==> config.mk <==
export PLATFORM = sky130hd
export DESIGN_NAME = util_dac_chan_unpack
export DESIGN_NICKNAME = d
export VERILOG_FILES = /design/src/rtl/util_dac_chan_unpack.sv
export SDC_FILE = /design/constraint.sdc
export NUM_CORES = 1
export LEC_CHECK = 0
export ABC_AREA = 1
export ABC_CLOCK_PERIOD_IN_PS = 4950
export BUFFER_PORTS_ARGS = -buffer_cell sky130_fd_sc_hd__buf_2
export CELL_PAD_IN_SITES_DETAIL_PLACEMENT = 0
export CELL_PAD_IN_SITES_GLOBAL_PLACEMENT = 1
export CORE_UTILIZATION = 37
export CTS_BUF_LIST = sky130_fd_sc_hd__clkbuf_4
export CTS_CLUSTER_DIAMETER = 100
export DETAILED_ROUTE_END_ITERATION = 12
export MAX_ROUTING_LAYER = met4
export PLACE_DENSITY_LB_ADDON = 0.1
export SYNTH_ARGS = -nofsm -noshare
export SYNTH_HDL_FRONTEND = slang
export SYNTH_SLANG_ARGS = --single-unit
==> constraint.sdc <==
create_clock -name dac_clk -period 4.95 [get_ports dac_clk]
set_input_delay 0.495 -clock dac_clk [delete_from_list [all_inputs] [get_ports dac_clk]]
set_output_delay 0.495 -clock dac_clk [all_outputs]
set_load 0.05 [all_outputs]
==> src/rtl/util_dac_chan_unpack.sv <==
//==============================================================================
// Module   : util_dac_chan_unpack
// Brief    : Unpacks 4-slot DMA words into per-channel DAC samples by enable mask
// Revision : 1.0 - initial release
//==============================================================================
`default_nettype none

module util_dac_chan_unpack #(
    parameter int DATA_WIDTH = 64
) (
    input  logic                    dac_clk,
    input  logic                    dac_rst,
    input  logic [3:0]              dac_enable,
    input  logic                    dac_valid,
    output logic [4*DATA_WIDTH-1:0] dac_ddata,
    output logic                    dac_dunf,
    output logic [15:0]             dac_dunf_count,
    input  logic                    fifo_valid,
    input  logic [4*DATA_WIDTH-1:0] fifo_data,
    output logic                    fifo_ready
);

    logic [3:0]              r_enable;
    logic                    r_hold_valid;
    logic [1:0]              r_ptr;
    logic [4*DATA_WIDTH-1:0] r_hold;
    logic                    r_dunf;
    logic [15:0]             r_dunf_count;

    logic [2:0] w_k;
    logic [1:0] w_last_ptr;
    logic       w_active;
    logic       w_en_change;
    logic       w_consume;
    logic       w_underflow;
    logic       w_accept;
    logic [4*DATA_WIDTH-1:0] w_ddata;

    assign w_k = {2'b00, dac_enable[0]} + {2'b00, dac_enable[1]}
               + {2'b00, dac_enable[2]} + {2'b00, dac_enable[3]};

    // Samples per word minus one: 4 for one channel, 2 for two, 1 otherwise.
    assign w_last_ptr  = (w_k == 3'd1) ? 2'd3 : (w_k == 3'd2) ? 2'd1 : 2'd0;
    assign w_active    = (w_k != 3'd0);
    assign w_en_change = (dac_enable != r_enable);
    assign w_consume   = dac_valid && w_active && r_hold_valid;
    assign w_underflow = dac_valid && w_active && !r_hold_valid;

    assign fifo_ready = !dac_rst && !w_en_change && w_active &&
                        (!r_hold_valid || (dac_valid && (r_ptr == w_last_ptr)));
    assign w_accept   = fifo_valid && fifo_ready;

    always_comb begin
        logic [1:0] v_base;
        logic [1:0] v_j;
        logic [1:0] v_slot;
        w_ddata = '0;
        v_j     = 2'd0;
        v_slot  = 2'd0;
        // Slot base is ptr*stride; stride 4 only ever uses ptr = 0.
        v_base  = (w_k == 3'd1) ? r_ptr :
                  (w_k == 3'd2) ? {r_ptr[0], 1'b0} : 2'd0;
        if (r_hold_valid) begin
            for (int n = 0; n < 4; n++) begin
                if (dac_enable[n]) begin
                    v_slot = v_base + v_j;
                    w_ddata[n*DATA_WIDTH +: DATA_WIDTH] =
                        r_hold[int'(v_slot)*DATA_WIDTH +: DATA_WIDTH];
                    v_j = v_j + 2'd1;
                end
            end
        end
    end

    assign dac_ddata      = w_ddata;
    assign dac_dunf       = r_dunf;
    assign dac_dunf_count = r_dunf_count;

    always_ff @(posedge dac_clk) begin
        if (dac_rst) begin
            r_enable     <= 4'd0;
            r_hold_valid <= 1'b0;
            r_ptr        <= 2'd0;
            r_hold       <= '0;
            r_dunf       <= 1'b0;
            r_dunf_count <= 16'd0;
        end else begin
            r_enable <= dac_enable;
            if (w_en_change) begin
                r_hold_valid <= 1'b0;
                r_ptr        <= 2'd0;
            end else if (w_accept) begin
                r_hold_valid <= 1'b1;
                r_ptr        <= 2'd0;
                r_hold       <= fifo_data;
            end else if (w_consume) begin
                if (r_ptr == w_last_ptr) begin
                    r_ptr        <= 2'd0;
                    r_hold_valid <= 1'b0;
                end else begin
                    r_ptr <= r_ptr + 2'd1;
                end
            end
            r_dunf <= w_underflow;
            if (w_underflow && (r_dunf_count != 16'hFFFF)) begin
                r_dunf_count <= r_dunf_count + 16'd1;
            end
        end
    end

endmodule

`default_nettype wire

==> flow_summary.ini <==
[outcome]
status = finished clean

[job]
maxCapViolations = 0

[clocking]
cts_sinks = 280
clk_pin_slew_ns = 0.06
clock_latency_ns = 0.86
ctsHtreeMaxLevel = 3
cts_buffers = 88
cts_setup_buffers = 0
cts_tree = done
root_buffer = clkbuf_4
clockBufferDepth = 3

[placement]
gp_congestion = 0.9005
dp_hpwl_microns = 67560
port_buffers = 537
post-place-ws_ns = 0.3537

[synth]
synth-edff-count = 0
ys_types = 25
synthArstFlopShare_pct = 0
netlist_instances = 4423
synthXorXnorAreaFrac_pct = 0.5991
avgSynthCellArea_sq_um = 5.289
synth_top_flop_cell = dfxtp_1
ys_ff_latch = 280
synth_top_area_share_pct = 23.96
seq_area_frac_synth_pct = 23.96
ys_warn_count = 0
synthSimpleGateAreaFrac_pct = 42.82
synth_top_area_cell = dfxtp_1
synthesis.area_sq_um = 23390
ys_top_cells_by_count = nand2_1 (1,199), nor2_1 (825), inv_1 (804)
synth_nets = 4696
synthMuxAreaShare_pct = 0
synth_compound_area_share_pct = 12.77
yosysMostFrequentCell = nand2_1
synth_fa_ha_area_share_pct = 0.5135
synth_top_family_by_area = simple AND/OR/NAND/NOR gates
ys_top_cells_by_area = dfxtp_1 (24%), nand2_1 (19%), nor2_1 (13%)

[cells_and_area]
syn2layout_area_growth_pct = 30.03
fillCellCount = 6892
register_area_sq_um = 5605
layout-drive-gt1-share_pct = 15.97
multi_input_area_sq_um = 13670
nets = 5285

[die]
io_pins = 538
core_sq_um = 62050
die_y_microns = 253.4
fp.dieW_microns = 253.4
die-area_sq_um = 64230
initial_core_util_pct = 37.70
num_rows = 91

[timing]
setup_ws_ns = 0.3725
rsz0062_at_grt = no
setup_violations = 0
fin_skew_ns = 0.04863
min_period_ns = 4.578
setup-tns-final_ns = 0
drv_slew = 0
finalCritPeriodShare_pct = 92.48
maxSlewHeadroom_pct = 38.50
max_freq_ghz = 0.2185
finalHoldViolCount = 0
worst_pin_slew_ns = 0.9225

[hold_path]
hp-class = in -> reg

[power_and_ir_drop]
leakagePower_nw = 16.20
power_per_cell_area_nw_per_um2 = 229.7
vdd_ir_drop_max_mv = 0.2137

[routing]
ant_nets = 0
drt_iter0_markers = 2301
viasPerCell = 4.924
route.detailed.drc = 0
routedWlPerCell_microns = 17.48
drt-pass1-iter-count = 6
dr_total_vias = 29162
wl_microns = 103500

[worst_setup_path]
cp.required_ns = 4.45
worstPathArrival_ns = 4.08
end_kind = output pin
path_class = in -> out
crit_path_max_fanout = 31
crit_path_start_kind = input pin

[global_route]
track_usage_pct = 32.13
grt-ovfl-total = 0
grt_pass1_vias = 26940
antenna_found_initial = 7
grt_pass1_wl_microns = 156600
grt_start_max_net_pins = 154
state kept, by name (all words and copies together) (netlist names):
register	cells
r_hold_valid	1
r_ptr	2
dac_dunf_count	16
r_hold	256
dac_dunf	1
r_enable	4
critical path, cell delays in order:
cell and delay [ns]:
buf_2 0.21, inv_2 0.09, fa_1 0.53, inv_1 0.04, ha_1 0.17, ha_1 0.32
inv_1 0.08, nand3_1 0.18, nor2_4 0.30, ha_4 0.18, xor2_1 0.18, xnor2_1 0.13
inv_4 0.28, buf_12 0.24, nor2_1 0.07, nor2_1 0.24, buf_2 0.32
report_power, final:
part | total (mW) | internal, mW | switching, mW
logic | 2.31 | 0.822 | 1.49
registers | 2.34 | 2.30 | 0.0398
clock network | 2.33 | 1.13 | 1.20
cell type report:
cell class	count	area share, %
Timing Repair Buffer	834	19.63
Clock buffer	114	2.814
Tap cell	837	3.443
Multi-Input combinational cell	2997	44.96
Clock inverter	41	0.6170
Inverter	811	10.05
Antenna cell	8	0.06582
Sequential cell	280	18.43
repair_timing:
action / in CTS / in global routing
resized for setup: 0 / 0
hold buffers: 232 / 0
endpoints found under the hold margin: 232 / 0
worst paths after layout:
| kind | cells after the start | slack [ns] | from | to |
|---|---|---|---|---|
| setup reg to reg | 12 | 2.36 | dac_dunf_count[0] | dac_dunf_count[6] |
| hold / removal | 5 | 0.06 | fifo_data[170] | r_hold[170] |
| hold reg to reg | 2 | 0.49 | dac_dunf_count[15] | dac_dunf_count[15] |
| setup / recovery | 17 | 0.37 | dac_enable[0] | dac_ddata[191] |
through the flow:
| step | util, % | cells | power, mW | hold WS, ns | area (sq um) |
|---|---|---|---|---|---|
| finish | 49.02 | 5922 | 6.986 | 0.06126 | 30420 |
| global route | 49.01 | 5921 | 7.442 | 0.02938 | 30410 |
| CTS | 48.98 | 5914 | 7.053 | 0.001064 | 30400 |
| detailed placement | 43.56 | 5527 | 4.543 | 0.4882 | 27030 |
| global placement | 43.56 | 5527 | 4.532 | 0.4909 | 27030 |
| floorplan | - | 4423 | 3.812 | 0.5227 | 23700 |
layout by cell type (no fill, tap or decap), types with 12 or more instances in the layout:
| master | Yosys | final |
|---|---|---|
| nand2_1 | 1199 | 1195 |
| nor2_1 | 825 | 824 |
| inv_1 | 804 | 801 |
| buf_2 | 114 | 536 |
| dfxtp_1 | 280 | 280 |
| nand4_1 | 257 | 257 |
| o21ai_0 | 234 | 234 |
| dlygate4sd3_1 | 0 | 232 |
| a21oi_1 | 168 | 168 |
| a211oi_1 | 129 | 129 |
| clkbuf_4 | 0 | 114 |
| nor3_1 | 137 | 75 |
| nor3_2 | 0 | 62 |
| buf_12 | 0 | 37 |
| clkinv_1 | 0 | 31 |
| buf_4 | 1 | 28 |
| nand3_1 | 16 | 16 |
| inv_2 | 7 | 12 |
routing by layer:
layer  vias to the layer above  part of all wire, %  track usage [%]
li1                      14791                    -                -
met1                     13130                   44            40.12
met2                      1029                   47            52.26
met3                       212                  5.9            4.359
met4                         0                  3.6            12.43
met5                         -                    0                -
cell families after synthesis:
group,Yosys count
DFF,280
and+or+nand+nor,2440
AOI/OAI and AO/OA,532
xor gates and xnor gates,16
buffers and inverters,1146
adders and majority gates,9
(Power assumes the default switching activity.)
